## src/rtl/cpu7_mem_pkg.sv

```systemverilog
// Shared types for the data-side SRAM responder: response record, ADE code
// and the address-region check.
package cpu7_mem_pkg;

    localparam int MEM_GRLEN = 32;
    localparam logic [5:0] EXC_ADE = 6'h08;

    typedef struct packed {
        logic [MEM_GRLEN-1:0] rdata;
        logic                 exc;
        logic [5:0]           exccode;
        logic [MEM_GRLEN-1:0] badvaddr;
        logic                 scok;
    } resp_t;

    localparam int RESP_W = $bits(resp_t);

    // True when addr falls inside the 2^(aw+2)-byte region starting at base.
    function automatic logic in_region(
        input logic [MEM_GRLEN-1:0] addr,
        input logic [MEM_GRLEN-1:0] base,
        input int unsigned          aw
    );
        logic [MEM_GRLEN-1:0] mask;
        mask = ~((MEM_GRLEN'(1) << (aw + 2)) - MEM_GRLEN'(1));
        return (addr & mask) == (base & mask);
    endfunction

endpackage

```

## src/rtl/cpu7_resp_fifo.sv

```systemverilog
// Small register FIFO holding ordered responses; flush wins over push/pop.
// The head entry reads as zero whenever the FIFO is empty.
module cpu7_resp_fifo #(
    parameter int W     = 8,
    parameter int DEPTH = 2,
    parameter int CW    = $clog2(DEPTH + 1)
) (
    input  logic          clk,
    input  logic          resetn,
    input  logic          push,
    input  logic [W-1:0]  push_data,
    input  logic          pop,
    input  logic          flush,
    output logic [W-1:0]  head,
    output logic [CW-1:0] count,
    output logic          empty
);

    localparam int PW = (DEPTH > 1) ? $clog2(DEPTH) : 1;

    logic [W-1:0]  mem_reg [DEPTH];
    logic [PW-1:0] wr_ptr_reg, rd_ptr_reg;
    logic [CW-1:0] count_reg;
    logic          do_push, do_pop, full;

    function automatic logic [PW-1:0] ptr_inc(input logic [PW-1:0] p);
        return (p == PW'(DEPTH - 1)) ? '0 : p + PW'(1);
    endfunction

    assign empty   = (count_reg == '0);
    assign full    = (count_reg == CW'(DEPTH));
    assign do_push = push && !flush;
    assign do_pop  = pop && !flush && !empty;

    always_ff @(posedge clk or negedge resetn) begin
        if (!resetn) begin
            wr_ptr_reg <= '0;
            rd_ptr_reg <= '0;
            count_reg  <= '0;
        end else if (flush) begin
            wr_ptr_reg <= '0;
            rd_ptr_reg <= '0;
            count_reg  <= '0;
        end else begin
            if (do_push) wr_ptr_reg <= ptr_inc(wr_ptr_reg);
            if (do_pop)  rd_ptr_reg <= ptr_inc(rd_ptr_reg);
            case ({do_push, do_pop})
                2'b10:   count_reg <= count_reg + CW'(1);
                2'b01:   count_reg <= count_reg - CW'(1);
                default: count_reg <= count_reg;
            endcase
        end
    end

    // Storage carries no reset: contents are only visible through a valid head.
    generate
        for (genvar gi = 0; gi < DEPTH; gi++) begin : g_slot
            always_ff @(posedge clk) begin
                if (do_push && wr_ptr_reg == PW'(gi)) mem_reg[gi] <= push_data;
            end
        end
    endgenerate

    assign head  = empty ? '0 : mem_reg[rd_ptr_reg];
    assign count = count_reg;

    // The responder throttles acceptance, so a push must always find room.
    a_no_overflow: assert property (@(posedge clk) disable iff (!resetn)
        !(do_push && !do_pop && full));

endmodule

```

## src/rtl/cpu7_data_sram_resp.sv

```systemverilog
// Data-side bus responder backed by a single-port synchronous SRAM: ordered
// responses, address-range exceptions and LL/SC reservation tracking.
module cpu7_data_sram_resp
    import cpu7_mem_pkg::*;
#(
    parameter int                   GRLEN = MEM_GRLEN,
    parameter int                   AW    = 14,
    parameter logic [GRLEN-1:0]     BASE  = 32'h1c000000,
    parameter int                   DEPTH = 2
) (
    input  logic             clk,
    input  logic             resetn,
    input  logic             data_req,
    input  logic             data_wr,
    input  logic [3:0]       data_wstrb,
    input  logic [GRLEN-1:0] data_addr,
    input  logic [GRLEN-1:0] data_wdata,
    input  logic [GRLEN-1:0] data_pc,
    input  logic             data_ll,
    input  logic             data_sc,
    input  logic             data_prefetch,
    input  logic             data_cancel,
    input  logic             data_cancel_ex2,
    input  logic             data_recv,
    output logic             data_addr_ok,
    output logic             data_data_ok_m,
    output logic [GRLEN-1:0] data_rdata_m,
    output logic             data_exception,
    output logic [5:0]       data_exccode,
    output logic [GRLEN-1:0] data_badvaddr,
    output logic             data_scsucceed,
    output logic             data_req_empty,
    output logic             ram_en,
    output logic [3:0]       ram_we,
    output logic [AW-1:0]    ram_addr,
    output logic [GRLEN-1:0] ram_wdata,
    input  logic [GRLEN-1:0] ram_rdata
);

    localparam int CW = $clog2(DEPTH + 1);

    logic          inflight_reg;
    logic          pend_load_reg;
    resp_t         pend_reg, pend_next;
    logic          llbit_reg, llbit_next;
    logic [AW-1:0] llbit_addr_reg, llbit_addr_next;

    logic          cancel, accept, do_req, do_ram, in_range, sc_ok, wr_commit;
    logic [AW-1:0] word;
    logic          push, pop, fifo_empty;
    resp_t         push_data, head;
    logic [CW-1:0] fifo_count;
    logic          unused_sig;

    assign unused_sig = ^data_pc;

    assign cancel   = data_cancel | data_cancel_ex2;
    assign in_range = in_region(data_addr, BASE, AW);
    assign word     = data_addr[AW+1:2];

    // Slots already promised (queued or landing next edge) gate acceptance.
    assign data_addr_ok = resetn && ((int'(fifo_count) + int'(inflight_reg)) < DEPTH);
    assign accept       = data_req && data_addr_ok;
    assign do_req       = accept && !data_prefetch;
    assign do_ram       = do_req && in_range;

    assign sc_ok     = data_sc && llbit_reg && (llbit_addr_reg == word);
    assign wr_commit = do_ram && data_wr && (!data_sc || sc_ok);

    assign ram_en    = do_ram;
    assign ram_we    = wr_commit ? data_wstrb : 4'b0000;
    assign ram_addr  = do_ram ? word : '0;
    assign ram_wdata = wr_commit ? data_wdata : '0;

    always_comb begin
        pend_next          = '0;
        pend_next.exc      = !in_range;
        pend_next.exccode  = in_range ? 6'h00 : EXC_ADE;
        pend_next.badvaddr = in_range ? '0 : data_addr;
        pend_next.scok     = in_range && sc_ok;
    end

    // Any SC drops the reservation; a plain store to the reserved word does too.
    always_comb begin
        llbit_next      = llbit_reg;
        llbit_addr_next = llbit_addr_reg;
        if (do_req && data_sc) begin
            llbit_next = 1'b0;
        end else if (do_ram && !data_wr && data_ll) begin
            llbit_next      = 1'b1;
            llbit_addr_next = word;
        end else if (do_ram && data_wr && (word == llbit_addr_reg)) begin
            llbit_next = 1'b0;
        end
    end

    always_ff @(posedge clk or negedge resetn) begin
        if (!resetn) begin
            inflight_reg   <= 1'b0;
            pend_load_reg  <= 1'b0;
            pend_reg       <= '0;
            llbit_reg      <= 1'b0;
            llbit_addr_reg <= '0;
        end else begin
            inflight_reg   <= do_req;
            llbit_reg      <= llbit_next;
            llbit_addr_reg <= llbit_addr_next;
            if (do_req) begin
                pend_load_reg <= in_range && !data_wr;
                pend_reg      <= pend_next;
            end
        end
    end

    // Loads pick up SRAM data the cycle after the read; everything else is precomputed.
    always_comb begin
        push_data = pend_reg;
        if (pend_load_reg) push_data.rdata = ram_rdata;
    end

    assign push = inflight_reg && !cancel;
    assign pop  = !fifo_empty && data_recv && !cancel;

    cpu7_resp_fifo #(
        .W     (RESP_W),
        .DEPTH (DEPTH),
        .CW    (CW)
    ) u_fifo (
        .clk       (clk),
        .resetn    (resetn),
        .push      (push),
        .push_data (push_data),
        .pop       (pop),
        .flush     (cancel),
        .head      (head),
        .count     (fifo_count),
        .empty     (fifo_empty)
    );

    assign data_data_ok_m = !fifo_empty;
    assign data_rdata_m   = head.rdata;
    assign data_exception = head.exc;
    assign data_exccode   = head.exccode;
    assign data_badvaddr  = head.badvaddr;
    assign data_scsucceed = head.scok;
    assign data_req_empty = !inflight_reg && fifo_empty;

endmodule

```

## config.mk

```make
export PLATFORM = sky130hd
export DESIGN_NAME = cpu7_data_sram_resp
export DESIGN_NICKNAME = d
export VERILOG_FILES = /design/src/rtl/cpu7_mem_pkg.sv /design/src/rtl/cpu7_resp_fifo.sv /design/src/rtl/cpu7_data_sram_resp.sv
export SDC_FILE = /design/constraint.sdc
export NUM_CORES = 1
export LEC_CHECK = 0
export BUFFER_PORTS_ARGS = -buffer_cell sky130_fd_sc_hd__buf_2
export CORE_UTILIZATION = 51
export CTS_CLUSTER_SIZE = 12
export DETAILED_ROUTE_END_ITERATION = 16
export PLACE_DENSITY_LB_ADDON = 0.3
export SLEW_MARGIN = 10
export SYNTH_ARGS = -nofsm -noshare
export SYNTH_HDL_FRONTEND = slang
export SYNTH_HIERARCHICAL = 1
export SYNTH_SLANG_ARGS = --single-unit
```

## constraint.sdc

```tcl
create_clock -name clk -period 4.8 [get_ports clk]
set_clock_uncertainty 0.1 [all_clocks]
set_input_delay 0.96 -clock clk [delete_from_list [all_inputs] [get_ports clk]]
set_output_delay 0.96 -clock clk [all_outputs]
set_load 0.05 [all_outputs]
```

==> impl_metrics.env <==
export IMPL_outcome="complete, no violations"
export IMPL_ir_drop_uv=264
export IMPL_syn_instance_count=583
export IMPL_fin_area_um2=10500
export IMPL_fin_util_pct=65.0
export IMPL_diodes=0
export IMPL_cts_buffers=17
export IMPL_dr_pass1_iters=4
export IMPL_number_of_placed_i_o_pins=268
export IMPL_drv_cap=0
export IMPL_insertion_delay_ns=0.42
export IMPL_antenna_left=0
export IMPL_critical_path_peak_fanout=53
export IMPL_worst_slew_pin_slew_ns=1.09
export IMPL_report_final_setup_viol=0
export IMPL_rsz0062_at_grt="no"
export IMPL_antenna_found_initial=1
export IMPL_cts_root_buf="sky130_fd_sc_hd__clkbuf_16"
export IMPL_clkTransAtPathRegs_ns=0.06
export IMPL_floorplan_die_height_um=131
export IMPL_num_nets_final=963
export IMPL_powerDensity_nw_per_um2=321
export IMPL_power_uw=3370
export IMPL_required_ns=3.74
export IMPL_fillCellCount=1203
export IMPL_drt_drc_violations_left=0
export IMPL_clock_period_minus_worst_slack_ns=3.91
export IMPL_synthesis_yosys_warnings=6
export IMPL_post_route_period_util_pct=81.4
export IMPL_place_gp_congestion=0.816
export IMPL_wirelength_mm=17.6
export IMPL_cts_buffer_depth=2
export IMPL_grt_max_degree=56
export IMPL_vias_after_detailed_routing=5526
export IMPL_post_drt_via_cell_ratio=5.26
export IMPL_postCtsSetupBuffers=0
export IMPL_startpoint_type="input port"
export IMPL_timing_setup_critical_path_class="input port to primary output"
export IMPL_layout_cells_most_common="sky130_fd_sc_hd__buf_2"
export IMPL_htree_levels=4
export IMPL_report_final_hold_viol_count=0
export IMPL_vias_in_the_first_global_route=5739
export IMPL_slew_violations=0
export IMPL_area_of_the_mapped_netlist_um2=8510
export IMPL_wl_per_cell_um=16.8
export IMPL_largest_register_ff_count=144
export IMPL_arrival_time_of_data_at_the_critical_path_endpoint_ns=2.85
export IMPL_tritoncts="built"
export IMPL_achievable_frequency_mhz=256
export IMPL_coreArea_um2=16100
export IMPL_layout_cell_share_with_drive_strength_beyond_1_pct=36.6
export IMPL_detailed_router_s_first_iteration_violation_count=353
export IMPL_hpwlAfterDp_mm=12.3
export IMPL_place_detailed_instances=1018
export IMPL_overall_die_width_um=131
export IMPL_yosysSeqAreaShare_pct=67.0
export IMPL_gr_total_overflow=0
export IMPL_grt_first_pass_wirelength_mm=28.5
export IMPL_slew_headroom_pct=27.2
export IMPL_cts_hold_repair_buffers=0
export IMPL_worstHoldPathType="flop to flop"
export IMPL_floorplan_initialDensity_pct=52.8
export IMPL_global_route_usage_total_pct=21.4
export IMPL_portBuffers=235
export IMPL_clk_sink_count=199
export IMPL_post_cts_resized_instances=0
export IMPL_average_size_of_a_mapped_cell_um2=14.6
export IMPL_die_outline_area_um2=17200
export IMPL_area_growth_synth_to_final_pct=23.1
export IMPL_stdcell_count=1050
export IMPL_mostFrequentLayoutCells="sky130_fd_sc_hd__buf_2 (232), sky130_fd_sc_hd__edfxtp_1 (144), sky130_fd_sc_hd__nor2_1 (77), sky130_fd_sc_hd__mux2i_1 (73), sky130_fd_sc_hd__dfrtp_1 (54)"
export IMPL_row_count=46
export IMPL_yosys_register_bits=199
export IMPL_power_leakage_uw=0.00428
export IMPL_placement_cell_area_um2=9960
export IMPL_worstSetupEndpointType="primary output"
export IMPL_unique_masters_post_synth=43
[power breakdown]
group / internal (uW) / switching, uW
Sequential: 1910 / 36.7
Combinational: 79.9 / 86.6
Clock: 706 / 552
[Yosys cell counts, drive strengths merged]
cell     instances  area (um^2)
buf             20          151
or2              2         12.5
nor4             4         40.0
nor3             1         5.00
a31oi            1         6.26
nand2b           3         18.8
edfxtp         144         4320
a22o            25          219
nand3b           1         7.51
inv              8         30.0
nor2b            1         6.26
o41a             1         11.3
o41ai            2         25.0
xnor2           15          131
clkbuf          19         71.3
o31ai            1         7.51
nand3            1         5.00
dfrtp           55         1380
o21ai            3         15.0
or3              1         6.26
a32o             1         10.0
mux2i           73          731
nand2            3         11.3
nor2            81          307
and2            47          297
and4            37          324
xor2             1         8.76
nor3b            1         7.51
a2111oi          1         15.0
nor4b            1         8.76
a21oi            2         10.0
mux2            21          274
conb             1         3.75
nor4bb           1         10.0
nand4            4         25.0
[logic make-up (layout without fill, tap and decap cells)]
logic type	after synthesis	count (layout)	share of synthesized area, %
compound gates	37	37	3.75
xor+xnor	16	16	1.65
buf+inv	47	289	2.97
flops	199	199	67.0
mux	94	94	11.8
other cells	1	10	0.0441
simple gates	189	189	12.8
[metrics by stage]
stage / setup TNS (ns) / worst slack (ns) / hold WS [ns]
3_5_place_dp: 0 / 0.880 / 0.354
5_1_grt: 0 / 0.713 / 0.383
3_3_place_gp: 0 / 0.940 / 0.341
6_report: 0 / 0.893 / 0.375
4_1_cts: 0 / 0.875 / 0.370
2_1_floorplan: -72.34 / -0.502 / 0.337
[critical path, stage by stage]
cell                      delay, ns
sky130_fd_sc_hd__buf_2         0.10
sky130_fd_sc_hd__nor4b_1       0.39
sky130_fd_sc_hd__nand4_1       0.21
sky130_fd_sc_hd__buf_4         0.22
sky130_fd_sc_hd__nor2_2        0.07
sky130_fd_sc_hd__buf_4         0.36
sky130_fd_sc_hd__and4_1        0.25
sky130_fd_sc_hd__buf_2         0.26
[area by class of cell]
type / instances / area [um^2] / area share [%]
flip-flops and latches: 199 / 5700 / 54.4
multi-input cells: 346 / 2630 / 25.1
clock inverters: 4 / 21.3 / 0.203
clock buffers: 28 / 498 / 4.75
inverters: 8 / 30.0 / 0.287
repair buffers: 249 / 1330 / 12.7
well taps: 216 / 270 / 2.58
[path summary, 6_finish.rpt]
check | slack, ns | cells past startpoint | startpoint | endpoint
worst min register to register | 0.37 | 0 | pend_reg[21] | u_fifo/mem_reg[1][21]
min in group asynchronous | 0.63 | 2 | resetn | pend_reg[15]
worst max-delay path | 0.89 | 8 | data_addr[31] | ram_wdata[21]
worst min-delay path | 0.37 | 0 | pend_reg[21] | u_fifo/mem_reg[1][21]
max in group asynchronous | 3.45 | 2 | resetn | u_fifo/rd_ptr_reg
worst max register to register | 2.05 | 5 | u_fifo/count[1] | pend_reg[30]
[layer usage]
metal	GRT usage [%]	part of all wire, %	wire [um]
met1	23.9	40	7020
met5	0	0	0
met3	3.59	5.0	878
met2	40.1	53	9370
met4	8.37	2.0	355
No activity file was read; power rests on OpenSTA's default activity.
